### src/rtl/stage_fetch_pkg.sv
// stage_fetch_pkg: shared pipeline definitions for the fetch stage.
package stage_fetch_pkg;
  localparam int IMEM_AW = 12;
  localparam logic [31:0] NOP = 32'h0000_0000;
  typedef enum logic {RUN, HOLD} fetch_state_e;
endpackage

### src/rtl/adder32.sv
// adder32: 32-bit unsigned adder with carry-in; the sum wraps mod 2^32.
module adder32 (
  input  logic [31:0] a,
  input  logic [31:0] b,
  input  logic        cin,
  output logic [31:0] sum
);
  assign sum = a + b + {31'b0, cin};
endmodule

### src/rtl/fetch_skid.sv
// fetch_skid: parks the instruction returned while fetch is stalled.
module fetch_skid (
  input  logic        clk,
  input  logic        rst,
  input  logic        load,
  input  logic        clear,
  input  logic [31:0] d_insn,
  input  logic [31:0] d_pc,
  input  logic        d_valid,
  output logic [31:0] q_insn,
  output logic [31:0] q_pc,
  output logic        q_valid
);
  logic [31:0] insn_d, insn_q, pc_d, pc_q;
  logic        valid_d, valid_q;
  always_comb begin
    insn_d  = load ? d_insn : insn_q;
    pc_d    = load ? d_pc : pc_q;
    valid_d = clear ? 1'b0 : load ? d_valid : valid_q;
  end
  always_ff @(posedge clk or posedge rst) begin
    if (rst) begin
      insn_q  <= '0;
      pc_q    <= '0;
      valid_q <= 1'b0;
    end else begin
      insn_q  <= insn_d;
      pc_q    <= pc_d;
      valid_q <= valid_d;
    end
  end
  assign q_insn  = insn_q;
  assign q_pc    = pc_q;
  assign q_valid = valid_q;
endmodule

### src/rtl/stage_fetch.sv
// stage_fetch: PC sequencing over a one-cycle synchronous imem with stall skid and redirect.
module stage_fetch
  import stage_fetch_pkg::*;
(
  input  logic               clock,
  input  logic               reset,
  input  logic               stall,
  input  logic               ex_redirect,
  input  logic [31:0]        ex_target,
  output logic [IMEM_AW-1:0] imem_addr,
  input  logic [31:0]        imem_data,
  output logic [31:0]        fd_insn,
  output logic [31:0]        fd_pc_plus_1,
  output logic               fd_valid,
  output logic               flush_dx
);
  fetch_state_e state_d, state_q;
  logic [31:0] pc_d, pc_q, req_pc_d, req_pc_q, fd_insn_d, fd_insn_q, fd_pc1_d, fd_pc1_q;
  logic        req_valid_d, req_valid_q, fd_valid_d, fd_valid_q;
  logic [31:0] pc_inc, fd_src, fd_inc, skid_insn, skid_pc;
  logic        skid_valid, skid_load, skid_clear;
  adder32 u_pc_inc (.a(pc_q), .b(32'd1), .cin(1'b0), .sum(pc_inc));
  adder32 u_fd_inc (.a(fd_src), .b(32'd1), .cin(1'b0), .sum(fd_inc));
  fetch_skid u_skid (
    .clk(clock), .rst(reset), .load(skid_load), .clear(skid_clear),
    .d_insn(imem_data), .d_pc(req_pc_q), .d_valid(req_valid_q),
    .q_insn(skid_insn), .q_pc(skid_pc), .q_valid(skid_valid)
  );
  // Leaving HOLD replays the parked instruction, otherwise the one just returned.
  assign fd_src = (state_q == HOLD) ? skid_pc : req_pc_q;
  always_comb begin
    state_d     = state_q;
    pc_d        = pc_q;
    req_pc_d    = req_pc_q;
    req_valid_d = req_valid_q;
    fd_insn_d   = fd_insn_q;
    fd_pc1_d    = fd_pc1_q;
    fd_valid_d  = fd_valid_q;
    skid_load   = 1'b0;
    skid_clear  = 1'b0;
    if (ex_redirect) begin
      state_d     = RUN;
      pc_d        = ex_target;
      req_valid_d = 1'b0;
      fd_valid_d  = 1'b0;
      skid_clear  = 1'b1;
    end else if (stall) begin
      skid_load = (state_q == RUN);
      state_d   = HOLD;
    end else begin
      state_d     = RUN;
      pc_d        = pc_inc;
      req_pc_d    = pc_q;
      req_valid_d = 1'b1;
      fd_insn_d   = (state_q == HOLD) ? skid_insn : imem_data;
      fd_pc1_d    = fd_inc;
      fd_valid_d  = (state_q == HOLD) ? skid_valid : req_valid_q;
    end
  end
  always_ff @(posedge clock or posedge reset) begin
    if (reset) begin
      state_q     <= RUN;
      pc_q        <= '0;
      req_pc_q    <= '0;
      req_valid_q <= 1'b0;
      fd_insn_q   <= NOP;
      fd_pc1_q    <= '0;
      fd_valid_q  <= 1'b0;
    end else begin
      state_q     <= state_d;
      pc_q        <= pc_d;
      req_pc_q    <= req_pc_d;
      req_valid_q <= req_valid_d;
      fd_insn_q   <= fd_insn_d;
      fd_pc1_q    <= fd_pc1_d;
      fd_valid_q  <= fd_valid_d;
    end
  end
  assign imem_addr    = pc_q[IMEM_AW-1:0];
  assign fd_insn      = fd_insn_q;
  assign fd_pc_plus_1 = fd_pc1_q;
  assign fd_valid     = fd_valid_q;
  assign flush_dx     = ex_redirect;
endmodule
### config.mk
export PLATFORM = sky130hd
export DESIGN_NAME = stage_fetch
export DESIGN_NICKNAME = d
export VERILOG_FILES = /design/src/rtl/stage_fetch_pkg.sv /design/src/rtl/adder32.sv /design/src/rtl/fetch_skid.sv /design/src/rtl/stage_fetch.sv
export SDC_FILE = /design/constraint.sdc
export NUM_CORES = 1
export LEC_CHECK = 0
export ABC_AREA = 1
export CAP_MARGIN = 20
export CORE_ASPECT_RATIO = 1.4
export CORE_MARGIN = 2
export CORE_UTILIZATION = 49
export CTS_CLUSTER_SIZE = 24
export DETAILED_ROUTE_END_ITERATION = 8
export GPL_TIMING_DRIVEN = 0
export PLACE_DENSITY = 0.87
export SYNTH_ARGS = -nofsm -noshare
export SYNTH_HDL_FRONTEND = slang
export SYNTH_SLANG_ARGS = --single-unit
### constraint.sdc
create_clock -name clock -period 6.1 [get_ports clock]
set_input_delay 0.915 -clock clock [delete_from_list [all_inputs] [get_ports clock]]
set_output_delay 0.915 -clock clock [all_outputs]
set_load 0.05 [all_outputs]
==> summary by stage <==
Global route
The number of global-route vias before repair came to 9126. The initial antenna violation count came to 0. The first-pass GRT wire length is 46100 um. Global routing used 28.3% of the available tracks across all layers. After global routing the overflow that remains totals 0.

The pin count of the biggest net entering global routing is 45.

Clock network
Gates resized during post-CTS repair numbered 0. Counting the buffers created by CTS gives 17. The H-tree level count is 4.

The later-pin clock latency in the skew report is 450 ps. The cell sitting at the root of the clock tree is a sky130_fd_sc_hd__clkbuf_16. After clock tree synthesis, the setup repair step added 0 buffers. The clock sink count is 196. Hold repair after CTS inserted 0 buffers. TritonCTS built the clock tree. Clock-pin slew was measured on the worst setup and hold paths at 70 ps. The buffer depth of the longest clock path is 2.

Logic synthesis
The Yosys step of the flow raised 0 warnings. Synthesis produced a netlist with a net count of 1372. Counting every instance in the synthesized netlist gives 1302. After synthesis, the mean cell area works out to 7.54 um2.

The area of the mapped netlist is 9810 um2. The sequential element share of the synthesized area is 50.0%. The number of different library cells in the post-synthesis netlist is 38. After synthesis the netlist holds a flip-flop and latch count of 196.

Layout
Measured on the finished design, the core utilization comes to 62.0%. Leaving out filler cells and counting taps, the final layout contains 1734. In the final layout, the share of cells above drive strength 1 is 7.35%. After the last flow step, the layout net total stands at 1539.

The growth of design area from synthesis to finish is 24.9%. After routing the design area is 12300 um2. The most common library cell in the layout ignoring fill and taps is sky130_fd_sc_hd__nand2_1.

The number of antenna diodes in the final layout is 0. Leaving out fill and tap cells, the most frequent cells in the layout are 495 x sky130_fd_sc_hd__nand2_1, 196 x sky130_fd_sc_hd__dfrtp_1, 143 x sky130_fd_sc_hd__clkdlybuf4s50_1, 135 x sky130_fd_sc_hd__o21ai_0, 122 x sky130_fd_sc_hd__nor2_1. The count of filler cells inserted in the layout is 1678.

Placement
The congestion estimate from routability-driven global placement came to 0.996. After legalization and detailed placement, the total HPWL measured 21500 um. Summing all placed instances gives a cell area of 11700 um2. The count of placed standard cells including taps is 1702. The count of buffers inserted at the top-level ports is 143.

Timing
The clock period could shrink to 2840 ps. Setup repair after global routing left no endpoint under its margin. The count of final setup violators is 0. Headroom to the max-slew limit came out at 48.9%.

The final-report hold violation count is 0. Clock skew on the completed layout was measured at 9.10 ps. The fmax is 0.353 GHz. The final critical path takes up 46.5% of the cycle. The final max-slew violation count was 0. The slew at the pin closest to its max-slew limit is 766 ps. The sum of negative setup slack is 0 ps. Final hold analysis gives a worst-case slack of 474 ps.

Setup path
The worst setup path is captured at an output port. The worst setup path is launched from a flip-flop. In this run the worst path has a maximum fanout of 8.

By startpoint and endpoint, the worst setup path is classified as flip-flop to output port. At the worst endpoint, the arrival time is 1920 ps. Data on the critical path is required at its endpoint by 5180 ps.

Floorplan
Row generation in the floorplan step produced 61 rows. 146 I/O pins were placed. The vertical die dimension is 171 um.

The die width is 124 um. Once the floorplan was initialized, standard cells occupied 49.6% of the core. The die covers 21200 um2. The core region is 19800 um2.

Drt
In the final routed layout, each cell accounts on average for 16.3 um. The first TritonRoute pass finished after 6 iterations. For this block, the initial DRC count from the detailed router was 642.

After detailed routing, the total wire length is 28300 um. The via density per instance is 5.32. In this run the remaining antenna-violating nets after routing total 0. The final route contains 9226 vias. The DRC violation count after routing is 0.

Hold path
The path category of the worst min-delay check is flip-flop to flip-flop.

Power and ir drop
Summed over all cells, the static leakage comes to 0.00571 uW. The cell area power density is 308 nW/um2. Across the VDD grid, the largest voltage drop is 198 uV.

Flow run
Max-cap violations in this run came to 0.

Status
The flow ran to the end, and the final reports show no timing, DRC or antenna violations.
-- final cells by class --
class / instances / area, um2 / share of cell area, %
Inverter: 93 / 358 / 2.92
Multi-Input combinational cell: 942 / 4160 / 34.0
Sequential cell: 196 / 4900 / 40.0
Timing Repair Buffer: 148 / 1530 / 12.5
Clock inverter: 13 / 146 / 1.19
Tap cell: 252 / 315 / 2.57
Clock buffer: 19 / 443 / 3.62
Buffer: 71 / 390 / 3.19
-- metrics by stage --
step	power, uW	setup WS [ps]
2_1_floorplan	2290	2650
3_3_place_gp	2620	1190
3_5_place_dp	2660	3330
4_1_cts	3790	3260
5_1_grt	3950	3220
6_report	3780	3260
-- logic make-up after synthesis --
| logic type | count (synthesis) | share of synthesized area (%) |
|---|---|---|
| compound gates | 177 | 9.76 |
| simple gates | 759 | 32.1 |
| buf+inv | 164 | 7.59 |
| xor+xnor | 4 | 0.357 |
| fa+ha+maj | 2 | 0.255 |
| flops | 196 | 50.0 |
-- critical path: stages, from the launching register on --
cell                              delay (ps)
sky130_fd_sc_hd__dfrtp_1                 510
sky130_fd_sc_hd__buf_4                   180
sky130_fd_sc_hd__clkdlybuf4s50_1         790
-- sequential cells by signal, summed over array words and instances, names as in the netlist --
signal          count
u_skid.q_insn      32
req_valid_q         1
fd_insn            32
req_pc_q           32
fd_valid            1
state_q             1
fd_pc_plus_1       32
pc_q               32
u_skid.q_valid      1
u_skid.q_pc        32
-- power by group --
group	switching [uW]	total (uW)	internal, uW
clock	519	1140	623
combinational	662	1000	341
sequential	136	1630	1500
total	1320	3780	2460
-- worst paths after layout --
path                                               start                       endpoint  slack (ps)  depth (start not counted)
max                                  pc_q[9]$_DFFE_PP0N_                   imem_addr[9]        3260                          2
min reg2reg                u_skid.q_insn[22]$_DFFE_PP0P_  u_skid.q_insn[22]$_DFFE_PP0P_         470                          2
max reg2reg                            state_q$_DFF_PP0_   fd_pc_plus_1[30]$_DFFE_PP0P_        3920                         13
max in group asynchronous                          reset        fd_insn[28]$_DFFE_PP0P_        4290                          5
min                        u_skid.q_insn[22]$_DFFE_PP0P_  u_skid.q_insn[22]$_DFFE_PP0P_         470                          2
min in group asynchronous                          reset         fd_insn[0]$_DFFE_PP0P_         790                          2
-- synth_stat cells (all sizes together) --
library cell,count,area (um2)
nor4,2,12.5
buf,35,255
a21oi,12,60.1
xor2,4,35.0
o311ai,2,17.5
nand2,513,1980
or2,4,25.0
o21a,1,7.51
o21bai,3,22.5
dfrtp,196,4900
o21ai,139,696
o211ai,10,75.1
inv,93,354
nand3,74,370
nor2,139,584
ha,2,25.0
nand4,14,87.6
clkbuf,36,135
and2,2,12.5
a32oi,1,8.76
nand3b,5,37.5
o2111ai,5,43.8
a22oi,1,7.51
nor3,6,35.0
a31oi,3,18.8
-- metal layers --
metal  wire [um]  up-vias  GRT usage (%)
met2       14600      330           49.5
met5           0        -              0
li1            -     4461              -
met4        1390        0           15.6
met3        1710       88           4.81
met1       10600     4347           32.4
(Power assumes the default switching activity.)
